### config.mk
export PLATFORM = sky130hd
export DESIGN_NAME = seven_seg_scanner
export DESIGN_NICKNAME = d
export VERILOG_FILES = /design/src/rtl/seven_seg_pkg.sv /design/src/rtl/bin_to_seven_seg.sv /design/src/rtl/seven_seg_scanner.sv
export SDC_FILE = /design/constraint.sdc
export NUM_CORES = 1
export LEC_CHECK = 0
export BUFFER_PORTS_ARGS = -buffer_cell sky130_fd_sc_hd__buf_2
export CORE_MARGIN = 5
export CORE_UTILIZATION = 52
export DETAILED_ROUTE_END_ITERATION = 7
export PLACE_DENSITY_LB_ADDON = 0.12
export SLEW_MARGIN = 20
export SYNTH_ARGS = -nofsm -noshare
export SYNTH_HDL_FRONTEND = slang
export SYNTH_SLANG_ARGS = --single-unit
### constraint.sdc
create_clock -name CLK100MHZ -period 2.3 [get_ports CLK100MHZ]
set_input_delay 0.46 -clock CLK100MHZ [delete_from_list [all_inputs] [get_ports CLK100MHZ]]
set_output_delay 0.46 -clock CLK100MHZ [all_outputs]
set_load 0.05 [all_outputs]
### src/rtl/seven_seg_pkg.sv
// Shared types and constants for the 8-digit seven-segment scanner.
package seven_seg_pkg;

    localparam int NUM_DIGITS = 8;

    typedef logic [3:0] nibble_t;
    typedef logic [6:0] seg_t;      // {g,f,e,d,c,b,a}

    typedef enum logic {
        BLANK = 1'b0,
        ON    = 1'b1
    } scan_state_t;

endpackage

### src/rtl/bin_to_seven_seg.sv
// Combinational hex-to-segment decoder, active-high {g,f,e,d,c,b,a}.
module bin_to_seven_seg
    import seven_seg_pkg::*;
(
    input  nibble_t bin,
    output seg_t    seg
);

    always_comb begin
        seg = 7'b0000000;
        case (bin)
            4'h0: seg = 7'b0111111;
            4'h1: seg = 7'b0000110;
            4'h2: seg = 7'b1011011;
            4'h3: seg = 7'b1001111;
            4'h4: seg = 7'b1100110;
            4'h5: seg = 7'b1101101;
            4'h6: seg = 7'b1111101;
            4'h7: seg = 7'b0000111;
            4'h8: seg = 7'b1111111;
            4'h9: seg = 7'b1101111;
            4'hA: seg = 7'b1110111;
            4'hB: seg = 7'b1111100;
            4'hC: seg = 7'b0111001;
            4'hD: seg = 7'b1011110;
            4'hE: seg = 7'b1111001;
            4'hF: seg = 7'b1110001;
            default: seg = 7'b0000000;
        endcase
    end

endmodule

### src/rtl/seven_seg_scanner.sv
// Time-multiplexed 8-digit common-anode scanner with double-buffered
// value/enable/decimal-point registers and a per-slot blanking gap.
module seven_seg_scanner
    import seven_seg_pkg::*;
#(
    parameter int DIGIT_CYCLES = 100000,
    parameter int BLANK_CYCLES = 2000
) (
    input  logic        CLK100MHZ,
    input  logic        CPU_RESETN,
    input  logic [31:0] VAL,
    input  logic [7:0]  DP_IN,
    input  logic [7:0]  DIGIT_EN,
    input  logic        UPDATE,
    output logic        CA,
    output logic        CB,
    output logic        CC,
    output logic        CD,
    output logic        CE,
    output logic        CF,
    output logic        CG,
    output logic        DP,
    output logic [7:0]  AN,
    output logic        FRAME_TICK
);

    localparam int CNT_W = (DIGIT_CYCLES > 1) ? $clog2(DIGIT_CYCLES) : 1;
    localparam logic [CNT_W-1:0] LAST_CNT  = CNT_W'(DIGIT_CYCLES - 1);
    localparam logic [CNT_W-1:0] BLANK_END = CNT_W'(BLANK_CYCLES - 1);
    localparam logic [2:0]       LAST_DIG  = 3'(NUM_DIGITS - 1);

    logic [CNT_W-1:0] cnt;
    logic [2:0]       digit;
    scan_state_t      state, state_next;
    logic             frame_end;
    logic             frame_seen;

    logic [31:0] pend_val, active_val;
    logic [7:0]  pend_dp, active_dp;
    logic [7:0]  pend_en, active_en;
    logic        pend_valid;

    nibble_t cur_nib;
    seg_t    cur_seg;

    logic [7:0] an_next, an_p1;
    seg_t       seg_next, seg_p1;
    logic       dp_next, dp_p1;
    logic       tick_next, tick_p1;

    assign frame_end = (digit == LAST_DIG) && (cnt == LAST_CNT);

    always_ff @(posedge CLK100MHZ or negedge CPU_RESETN) begin
        if (!CPU_RESETN) begin
            cnt        <= '0;
            digit      <= '0;
            state      <= BLANK;
            frame_seen <= 1'b0;
        end else begin
            state <= state_next;
            if (cnt == LAST_CNT) begin
                cnt   <= '0;
                digit <= digit + 3'd1;
            end else begin
                cnt <= cnt + 1'b1;
            end
            if (frame_end)
                frame_seen <= 1'b1;
        end
    end

    // State mirrors the counter: ON from BLANK_CYCLES up to the slot wrap.
    always_comb begin
        state_next = state;
        case (state)
            BLANK:   if (cnt == BLANK_END) state_next = ON;
            ON:      if (cnt == LAST_CNT)  state_next = BLANK;
            default: state_next = BLANK;
        endcase
    end

    // An UPDATE landing on the transfer edge overrides the pend_valid clear,
    // so its values wait for the following frame boundary.
    always_ff @(posedge CLK100MHZ or negedge CPU_RESETN) begin
        if (!CPU_RESETN) begin
            pend_val   <= '0;
            pend_dp    <= '0;
            pend_en    <= '0;
            pend_valid <= 1'b0;
            active_val <= '0;
            active_dp  <= '0;
            active_en  <= '0;
        end else begin
            if (frame_end && pend_valid) begin
                active_val <= pend_val;
                active_dp  <= pend_dp;
                active_en  <= pend_en;
                pend_valid <= 1'b0;
            end
            if (UPDATE) begin
                pend_val   <= VAL;
                pend_dp    <= DP_IN;
                pend_en    <= DIGIT_EN;
                pend_valid <= 1'b1;
            end
        end
    end

    assign cur_nib = active_val[{digit, 2'b00} +: 4];

    bin_to_seven_seg u_dec (
        .bin (cur_nib),
        .seg (cur_seg)
    );

    always_comb begin
        an_next   = 8'hFF;
        seg_next  = 7'h7F;
        dp_next   = 1'b1;
        tick_next = frame_seen && (digit == 3'd0) && (cnt == '0);
        if (state == ON && active_en[digit]) begin
            an_next[digit] = 1'b0;
            seg_next       = ~cur_seg;
            dp_next        = ~active_dp[digit];
        end
    end

    // Output register stage
    always_ff @(posedge CLK100MHZ or negedge CPU_RESETN) begin
        if (!CPU_RESETN) begin
            an_p1   <= 8'hFF;
            seg_p1  <= 7'h7F;
            dp_p1   <= 1'b1;
            tick_p1 <= 1'b0;
        end else begin
            an_p1   <= an_next;
            seg_p1  <= seg_next;
            dp_p1   <= dp_next;
            tick_p1 <= tick_next;
        end
    end

    assign AN         = an_p1;
    assign {CG, CF, CE, CD, CC, CB, CA} = seg_p1;
    assign DP         = dp_p1;
    assign FRAME_TICK = tick_p1;

endmodule

==> flow_summary.ini, run 1 <==
[run_status]
run_status = finished clean

[route]
initialDrtViolationCount = 166
detailroute.via_count = 3436
dr.pass1.iters = 4
drc = 0
avgRoutedWirePerCell_um = 16.38
post_drt_via_cell_ratio = 5.286
wl_um = 10650
ant_nets = 0

[critical_path]
worst-endpoint-required_ps = 2590
rr_worst_depth = 6
critPathSlowestCell = sky130_fd_sc_hd__o22a_1
critical_path_arrival_ps = 2430
worst-path-buf-inv = 1
worstSetupPathDepth = 6
critical_path_max_stage_delay_ps = 510
worst_setup_path_start_kind = register
critPathMaxFanout = 21
critPathKind = reg2reg
crit_chain = buf_4, nor3_1, a311oi_1, o22a_1, mux2i_1, o211ai_1
critical_path.top_delay_family = compound AO/OA/AOI/OAI gates
cp-end-kind = register

[layout]
layout.area.seq_sq_um = 3425
final_nets = 559
fraction_of_final_layout_cells_sized_beyond_drive_strength_1 = 0.4745
synthToLayoutAreaGrowth_pct = 21.27
antenna_cells = 0
layout.cells.most_common_list = 119 x sky130_fd_sc_hd__dfrtp_1, 79 x sky130_fd_sc_hd__mux2_2, 66 x sky130_fd_sc_hd__buf_2
fill_cells = 801
multi_input_comb_area_sq_um = 2337
final_common_cell = sky130_fd_sc_hd__dfrtp_1

[clock_network]
clock-sinks = 136
post-cts-setup-buffers = 0
cts_tree = done
h-tree-depth = 4
clk-insertion-delay-late_ps = 410
worst_setup_hold_path_clk_slew_ps = 60
cts_made_buffers = 17
clockRootBuffer = sky130_fd_sc_hd__clkbuf_16
cts-root-to-sink-buffers = 2

[timing]
relSlewSlack = 0.6116
timing.final.setup_violations = 0
post_layout_minimum_cycle_time_ps = 2133
min_period_over_period = 0.9273
tns_ps = 0
tightestPinTransition_ps = 580.4
finalHoldViolCount = 0
fin_skew_ps = 7.249
grt_setup_unrepaired = no
drv_slew = 0
timing.fmax_ghz = 0.4689

[synthesis]
synth_enable_flop_cells = 0
synth-async-reset-ratio = 1.000
synth_area_sq_um = 5894
synthesis.nets = 478
synth_top_cells_by_area = sky130_fd_sc_hd__dfrtp_1 51%, sky130_fd_sc_hd__mux2_2 15%, sky130_fd_sc_hd__dfstp_2 7.1%, sky130_fd_sc_hd__mux2_4 5.1%, sky130_fd_sc_hd__mux4_2 2.7%
synth.top_cell.area_share = 0.5094
post_synth.cell_area_avg_sq_um = 14.17
yosysWarnings = 0
synthCells = 416
main_synth_ff_type = sky130_fd_sc_hd__dfrtp_1
synth_top_cell_by_area = sky130_fd_sc_hd__dfrtp_1
seq_area_frac_synth = 0.5808
ys_types = 48
synth_seq_cells = 136

[power_and_ir_drop]
leakage_nw = 3.376
cellPowerDensity_nw_per_um2 = 815.4
vdd_ir_drop_max_mv = 0.6241
total_power_mw = 5.829

[global_route]
grt_pass1_vias = 3621
grt_max_degree = 50
grt_first_pass_wirelength_um = 17800
antenna_found_initial = 0
overflow = 0
grt_usage = 0.1734

[job]
maxcap_viol_count = 0

[floorplanning]
die_area_sq_um = 13560
rows = 38
core_area_sq_um = 10980
die_height_um = 116.5
design.portCount = 68
start_util = 0.5367
die-width_um = 116.5

[place]
placement.io_buffers = 67
gpl.final_weighted_congestion = 0.8351
place.detailed.hpwl_um = 7309

[min_path]
hold-path-cell-count = 2
timing.hold.worst.class = in2reg
## layer usage
metal  GRT usage  share of wire
met5           0              0
met4     0.06729          0.019
met3     0.05285          0.048
met2      0.2616           0.46
met1      0.2375           0.48
## final timing paths
check | from | to | slack (ps)
setup / recovery | digit[2]$_DFFE_PN0N_ | seg_p1[1]$_DFF_PN1_ | 170
hold / removal | VAL[25] | pend_val[25]$_DFFE_PN0P_ | 280
setup reg to reg | digit[2]$_DFFE_PN0N_ | seg_p1[1]$_DFF_PN1_ | 170
hold reg to reg | frame_seen$_DFFE_PN0P_ | frame_seen$_DFFE_PN0P_ | 470
max in group asynchronous | CPU_RESETN | seg_p1[2]$_DFF_PN1_ | 1000
min in group asynchronous | CPU_RESETN | cnt[8]$_DFF_PN0_ | 550
## what timing repair did
| action | CTS | global route |
|---|---|---|
| endpoints found under the setup margin | 0 | 5 |
| endpoints found under the hold margin | 43 | 0 |
| gates resized for setup | 0 | 3 |
| hold buffers | 1 | 0 |
## through the flow
step | instances | hold slack (ps) | util | area, sq um | setup slack, ps
floorplan | 416 | 164.4 | - | 5898 | 2.250
global placement | 617 | 419.2 | 0.5873 | 6450 | 129.6
detailed placement | 617 | 418.1 | 0.5873 | 6450 | 37.59
CTS | 650 | 256.7 | 0.6507 | 7147 | 24.57
global route | 650 | 262.7 | 0.6508 | 7148 | 3.441
finish | 650 | 278.2 | 0.6508 | 7148 | 167.2
## where the power goes
group | leakage [nW] | switching (mW) | total (mW) | internal (mW)
clock network | 0.336 | 0.976 | 3.09 | 2.12
logic | 1.33 | 0.0922 | 0.209 | 0.117
registers | 1.71 | 0.0471 | 2.53 | 2.48
## cells by family after synthesis
family          after synthesis  synth area share
xor+xnor                     15           0.02229
compound gates               23           0.02823
buf+inv                      29           0.02335
fa+ha+maj                    11           0.02335
flops                       136            0.5808
mux                         115            0.2439
simple gates                 87           0.07811
## cell usage after synthesis, drive strengths merged (8+ instances only)
cell	n
buf	12
dfrtp	120
dfstp	16
ha	11
inv	9
mux2	99
mux2i	9
nand2	23
nand3	14
nor2	15
xor2	8
## layout make-up
cell class | count | share of cell area
clock buffers | 20 | 0.06529
clock inverters | 12 | 0.03081
inverters | 10 | 0.005251
multi-input cells | 251 | 0.3270
flip-flops and latches | 136 | 0.4791
well taps | 140 | 0.02451
repair buffers | 81 | 0.06809
## flip-flops by register name, summed over array words and instances, names as in the netlist, 8 cells and up
name        flops
AN              8
active_dp       8
pend_val       32
pend_dp         8
pend_en         8
cnt            17
active_val     32
active_en       8
No activity file was read; power rests on OpenSTA's default activity.
==> run 2: changes to the inputs <==
--- a/config.mk
+++ b/config.mk
@@ -7,7 +7,8 @@
 export LEC_CHECK = 0
 export BUFFER_PORTS_ARGS = -buffer_cell sky130_fd_sc_hd__buf_2
 export CORE_MARGIN = 5
-export CORE_UTILIZATION = 52
+export CORE_UTILIZATION = 54
+export CTS_BUF_LIST = sky130_fd_sc_hd__clkbuf_4 sky130_fd_sc_hd__clkbuf_8
 export DETAILED_ROUTE_END_ITERATION = 7
 export PLACE_DENSITY_LB_ADDON = 0.12
 export SLEW_MARGIN = 20
==> flow_summary.ini, run 2 (synthesis gave the netlist of run 1 again) <==
[run_status]
run_status = finished clean

[layout]
fill_cells = 851
layout.cells.most_common_list = 119 x sky130_fd_sc_hd__dfrtp_1, 79 x sky130_fd_sc_hd__mux2_2, 66 x sky130_fd_sc_hd__buf_2
synthToLayoutAreaGrowth_pct = 17.89
final_nets = 561
final_common_cell = sky130_fd_sc_hd__dfrtp_1
finalInstanceArea_sq_um = 6949
multi_input_comb_area_sq_um = 2338
layout.area.seq_sq_um = 3425
biggestRegsByFlops = active_val (32), pend_val (32), cnt (17)
antenna_cells = 0
fraction_of_final_layout_cells_sized_beyond_drive_strength_1 = 0.4766
final_cells = 652

[clock_network]
cts_made_buffers = 17
clockRootBuffer = sky130_fd_sc_hd__clkbuf_8
clock-sinks = 136
h-tree-depth = 4
clk-insertion-delay-late_ps = 450
cts_tree = done
cts-root-to-sink-buffers = 2
worst_setup_hold_path_clk_slew_ps = 80

[timing]
finalHoldViolCount = 0
min_period_over_period = 0.9350
tightestPinTransition_ps = 611.4
timing.final.setup_violations = 0
setup_ws_ps = 149.4
fin_skew_ps = 10.83
tns_ps = 0
post_layout_minimum_cycle_time_ps = 2151
grt_setup_unrepaired = no
relSlewSlack = 0.5909
timing.fmax_ghz = 0.4650
drv_slew = 0

[place]
gpl.final_weighted_congestion = 0.8018
dpl.cell_count = 617
worst_slack_placed_ps = 15.72
place.detailed.hpwl_um = 7256
postPlaceCellArea_sq_um = 6459
placement.io_buffers = 67

[route]
post_drt_via_cell_ratio = 5.371
m1WireLength_um = 4817
avgRoutedWirePerCell_um = 16.04
routed.top_layer = met4
ant_nets = 0
wl_um = 10460
detailroute.via_count = 3502
drc = 0
initialDrtViolationCount = 165
wl_met3_um = 513
wl_met2_um = 4947
dr.pass1.iters = 4

[floorplanning]
start_util = 0.5486
die-width_um = 114.5
die_height_um = 114.5
die_area_sq_um = 13100
core_area_sq_um = 10750
design.portCount = 68
rows = 38

[min_path]
hold-path-cell-count = 2
endpoint_worst_hold = pend_val[13]$_DFFE_PN0P_
min-delay-start = VAL[13]
timing.hold.worst.class = in2reg

[critical_path]
worst-endpoint-required_ps = 2680
critPathMaxFanout = 6
timing.rr.end = seg_p1[3]$_DFF_PN1_
critPathKind = reg2reg
worst_setup_path_startpoint = digit[0]$_DFFE_PN0N_
critical_path_arrival_ps = 2530
r2r_start = digit[0]$_DFFE_PN0N_
cp-end-kind = register
worst_setup_path_start_kind = register
timing.reg2reg.setup_slack_ps = 150
rr_worst_depth = 7

[global_route]
overflow = 0
grt_usage = 0.1807
grt_pass1_vias = 3652
antenna_found_initial = 0
grt_max_degree = 68
grt_first_pass_wirelength_um = 18220

[power_and_ir_drop]
leakage_nw = 3.291
cellPowerDensity_nw_per_um2 = 713.9
vdd_ir_drop_max_mv = 0.4246

[job]
maxcap_viol_count = 0
-- run 2: changes by cell type in the layout (fill, tap and decap cells not counted), moves of 2 or more --
cell,previous run,this run
sky130_fd_sc_hd__buf_4,10,12
sky130_fd_sc_hd__bufinv_16,6,4
sky130_fd_sc_hd__clkbuf_16,17,0
sky130_fd_sc_hd__clkbuf_4,0,3
sky130_fd_sc_hd__clkbuf_8,3,22
sky130_fd_sc_hd__clkinv_4,2,0
-- run 2: worst max path at each step --
stage               cells after the start                  end
floorplan                               9  seg_p1[5]$_DFF_PN1_
global placement                        7  seg_p1[3]$_DFF_PN1_
detailed placement                      7  seg_p1[3]$_DFF_PN1_
CTS                                     7  seg_p1[3]$_DFF_PN1_
global route                            7  seg_p1[3]$_DFF_PN1_
finish                                  7  seg_p1[3]$_DFF_PN1_
-- run 2: cell type report --
class                           count  share of cell area
Timing Repair Buffer               83             0.07346
Tap cell                          140             0.02521
Clock buffer                       25             0.04681
Multi-Input combinational cell    251              0.3365
Inverter                           10            0.005402
Sequential cell                   136              0.4928
Clock inverter                      7             0.01981
-- run 2: through the flow --
stage	util	power [mW]	hold slack (ps)
floorplan	-	2.652	164.4
global placement	0.6011	2.774	290.8
detailed placement	0.6011	2.785	290.7
CTS	0.6452	5.018	215.7
global route	0.6467	5.163	214.6
finish	0.6467	4.961	237.2
-- run 2: worst max-delay path, stage by stage, from the launching register on --
cell and delay (ps):
sky130_fd_sc_hd__dfrtp_2 440, sky130_fd_sc_hd__mux4_2 520, sky130_fd_sc_hd__mux2_2 330, sky130_fd_sc_hd__inv_1 160
sky130_fd_sc_hd__ha_1 270, sky130_fd_sc_hd__nor2_1 120, sky130_fd_sc_hd__nor3b_1 70, sky130_fd_sc_hd__o21ai_0 160
-- run 2: metal layers --
metal  GRT usage  up-vias
li1            -     1645
met1      0.2443     1772
met2      0.2720       69
met3     0.05920       16
met4     0.07047        0
met5           0        -
-- run 2: power breakdown --
group | leakage [nW] | total (mW) | switching [mW] | internal, mW
Clock | 0.236 | 2.23 | 0.868 | 1.36
Combinational | 1.34 | 0.209 | 0.0914 | 0.117
Sequential | 1.71 | 2.52 | 0.0461 | 2.48
-- run 2: repair_timing --
item,4_1_cts,5_1_grt
buffers inserted,0,2
endpoints found under the setup margin,1,4
hold buffers,1,0
endpoints found under the hold margin,5,0
resized for setup,1,1
==> run 3: changes to the inputs <==
--- a/config.mk
+++ b/config.mk
@@ -5,13 +5,14 @@
 export SDC_FILE = /design/constraint.sdc
 export NUM_CORES = 1
 export LEC_CHECK = 0
+export ABC_AREA = 1
 export BUFFER_PORTS_ARGS = -buffer_cell sky130_fd_sc_hd__buf_2
 export CORE_MARGIN = 5
-export CORE_UTILIZATION = 54
-export CTS_BUF_LIST = sky130_fd_sc_hd__clkbuf_4 sky130_fd_sc_hd__clkbuf_8
+export CORE_UTILIZATION = 53
 export DETAILED_ROUTE_END_ITERATION = 7
 export PLACE_DENSITY_LB_ADDON = 0.12
 export SLEW_MARGIN = 20
 export SYNTH_ARGS = -nofsm -noshare
 export SYNTH_HDL_FRONTEND = slang
+export SYNTH_HIERARCHICAL = 1
 export SYNTH_SLANG_ARGS = --single-unit
==> flow_summary.ini, run 3 <==
[critical_path]
worst-path-buf-inv = 2
timing.rr.end = seg_p1[3]$_DFF_PN1_
worst_setup_path_startpoint = digit[0]$_DFFE_PN0N_
crit_chain = inv_2, nand2_1, a21oi_1, o21ai_0, nand4_1, inv_2, ha_1, nand2_2, nand2_2, nor2_1, nor2_1, nand3_1
r2r_start = digit[0]$_DFFE_PN0N_
cp-end-kind = register
critPathKind = reg2reg
worst-endpoint-required_ps = 2650
critical_path_arrival_ps = 2490
worst_setup_path_start_kind = register
timing.reg2reg.setup_slack_ps = 160
critPathSlowestCell = sky130_fd_sc_hd__dfrtp_1
critical_path.top_delay_family = simple AND/OR/NAND/NOR gates
critical_path_max_stage_delay_ps = 500
critPathMaxFanout = 10
rr_worst_depth = 12

[timing]
finalHoldViolCount = 0
fin_skew_ps = 6.982
timing.final.setup_violations = 0
tightestPinTransition_ps = 638.2
timing.fmax_ghz = 0.4671
min_period_over_period = 0.9307
drv_slew = 0
relSlewSlack = 0.5745
post_layout_minimum_cycle_time_ps = 2141
worst_hold_slack_ps = 235.7

[place]
gpl.final_weighted_congestion = 0.9175
postPlaceCellArea_sq_um = 6812
placement.io_buffers = 67
place.detailed.hpwl_um = 9482

[clock_network]
clk-insertion-delay-late_ps = 420
cts_tree = done
clockRootBuffer = sky130_fd_sc_hd__clkbuf_16
clock-sinks = 136
h-tree-depth = 4
cts-root-to-sink-buffers = 2
worst_setup_hold_path_clk_slew_ps = 60
cts_made_buffers = 17

[synthesis]
synth_area_sq_um = 6346
synth_seq_cells = 136
synth_top_cells_by_area = sky130_fd_sc_hd__dfrtp_1 47%, sky130_fd_sc_hd__nand2_1 20%, sky130_fd_sc_hd__dfstp_2 6.6%, sky130_fd_sc_hd__nand4_1 5.4%, sky130_fd_sc_hd__nand3_1 2.8%
yosysWarnings = 6
synthCells = 781
seq_area_frac_synth = 0.5394
yosys.cell_count.top_type = sky130_fd_sc_hd__nand2_1
synth.top_cell.area_share = 0.4732
main_synth_ff_type = sky130_fd_sc_hd__dfrtp_1
synth_enable_flop_cells = 0
ys_types = 30
post_synth.cell_area_avg_sq_um = 8.126
synth.cells.most_frequent = 340 x sky130_fd_sc_hd__nand2_1, 120 x sky130_fd_sc_hd__dfrtp_1, 55 x sky130_fd_sc_hd__nand4_1
synthesis.nets = 844
synth_top_cell_by_area = sky130_fd_sc_hd__dfrtp_1
synth-async-reset-ratio = 1.000

[min_path]
min-delay-start = DP_IN[3]
timing.hold.worst.class = in2reg
endpoint_worst_hold = pend_dp[3]$_DFFE_PN0P_
hold-path-cell-count = 3

[power_and_ir_drop]
cellPowerDensity_nw_per_um2 = 758.4
vdd_ir_drop_max_mv = 0.5237
total_power_mw = 5.690
leakage_nw = 3.874

[layout]
fraction_of_final_layout_cells_sized_beyond_drive_strength_1 = 0.1761
final_common_cell = sky130_fd_sc_hd__nand2_1
layout.cells.most_common_list = 340 x sky130_fd_sc_hd__nand2_1, 120 x sky130_fd_sc_hd__dfrtp_1, 66 x sky130_fd_sc_hd__buf_2
antenna_cells = 0
finalInstanceArea_sq_um = 7502
final_core_utilization = 0.6325
final_nets = 903
fill_cells = 1029
biggestRegsByFlops = active_val (32), pend_val (32), cnt (17)
synthToLayoutAreaGrowth_pct = 18.22

[global_route]
antenna_found_initial = 0
grt_pass1_vias = 5158
grt_usage = 0.2102
grt_first_pass_wirelength_um = 24430
overflow = 0
grt_max_degree = 64

[run_status]
run_status = finished clean

[route]
avgRoutedWirePerCell_um = 13.95
dr.pass1.iters = 5
drc = 0
post_drt_via_cell_ratio = 5.267
ant_nets = 0
wl_um = 13940
initialDrtViolationCount = 476
detailroute.via_count = 5262

[floorplanning]
core_area_sq_um = 11860
die-width_um = 119.4
design.portCount = 68
rows = 40
start_util = 0.5350
die_height_um = 119.4
die_area_sq_um = 14260

[job]
maxcap_viol_count = 0
-- run 3: cell count changes after synthesis, moves of 8 or more --
cell | before | now
sky130_fd_sc_hd__nand2_1 | 23 | 340
sky130_fd_sc_hd__mux2_2 | 79 | 0
sky130_fd_sc_hd__nand4_1 | 2 | 55
sky130_fd_sc_hd__inv_1 | 8 | 42
sky130_fd_sc_hd__nor2_1 | 15 | 46
sky130_fd_sc_hd__nand3_1 | 13 | 35
sky130_fd_sc_hd__clkbuf_1 | 7 | 28
sky130_fd_sc_hd__mux2_4 | 20 | 0
sky130_fd_sc_hd__a21oi_1 | 3 | 14
sky130_fd_sc_hd__mux2i_1 | 9 | 0
sky130_fd_sc_hd__o21ai_0 | 3 | 11
-- run 3: worst max-delay path by stage --
stage	end	slack, ps	cells past startpoint
2_1_floorplan	seg_p1[3]$_DFF_PN1_	180	14
3_3_place_gp	seg_p1[3]$_DFF_PN1_	240	12
3_5_place_dp	seg_p1[3]$_DFF_PN1_	120	13
4_1_cts	seg_p1[3]$_DFF_PN1_	100	13
5_1_grt	seg_p1[5]$_DFF_PN1_	-30	12
6_report	seg_p1[3]$_DFF_PN1_	160	12
-- run 3: cell families (layout without fill, tap and decap cells) --
logic type | Yosys count | in the layout | share of synthesized area
and+or+nand+nor | 502 | 502 | 0.3360
DFF | 136 | 136 | 0.5394
buffers and inverters | 93 | 164 | 0.06447
AOI/OAI and AO/OA | 29 | 29 | 0.02405
adders and majority gates | 12 | 12 | 0.02366
xor gates and xnor gates | 9 | 9 | 0.01242
-- run 3: stage by stage --
step / worst slack, ps / TNS (ps) / cells
final: 159.3 / 0 / 999
after floorplan: 181.2 / 0 / 781
after global routing: -25.69 / -48.78 / 999
after detailed placement: 116.0 / 0 / 966
after CTS: 98.74 / 0 / 998
after global placement: 236.2 / 0 / 966
-- run 3: what timing repair did --
action                     in CTS  in global routing
setup buffers                   0                  1
gates resized for setup         0                  8
hold buffers                    1                  0
hold endpoints to repair       23                  0
setup endpoints to repair       0                  5
-- run 3: final cells by class --
type	instances	area, sq um	area share
Multi-Input combinational cell	552	2526	0.3367
Timing Repair Buffer	87	531.8	0.07088
Tap cell	147	183.9	0.02452
Inverter	46	183.9	0.02452
Sequential cell	136	3423	0.4563
Clock buffer	20	456.7	0.06087
Clock inverter	11	196.4	0.02618
-- run 3: worst min-delay path: stages --
cell	delay [ps]
sky130_fd_sc_hd__buf_2	70
sky130_fd_sc_hd__nand2_1	40
sky130_fd_sc_hd__nand2_1	50
-- run 3: routing by layer --
layer / track usage / vias up / part of all wire
met2: 0.3292 / 135 / 0.47
met5: 0 / - / 0
met4: 0.06013 / 0 / 0.011
met3: 0.04891 / 14 / 0.050
met1: 0.2948 / 2499 / 0.47
li1: - / 2614 / -
-- run 3: power by group --
group / internal [mW] / switching (mW) / leakage [nW] / total, mW
Combinational: 0.0750 / 0.122 / 1.83 / 0.197
Sequential: 2.47 / 0.0431 / 1.74 / 2.51
Clock: 1.97 / 1.01 / 0.301 / 2.98
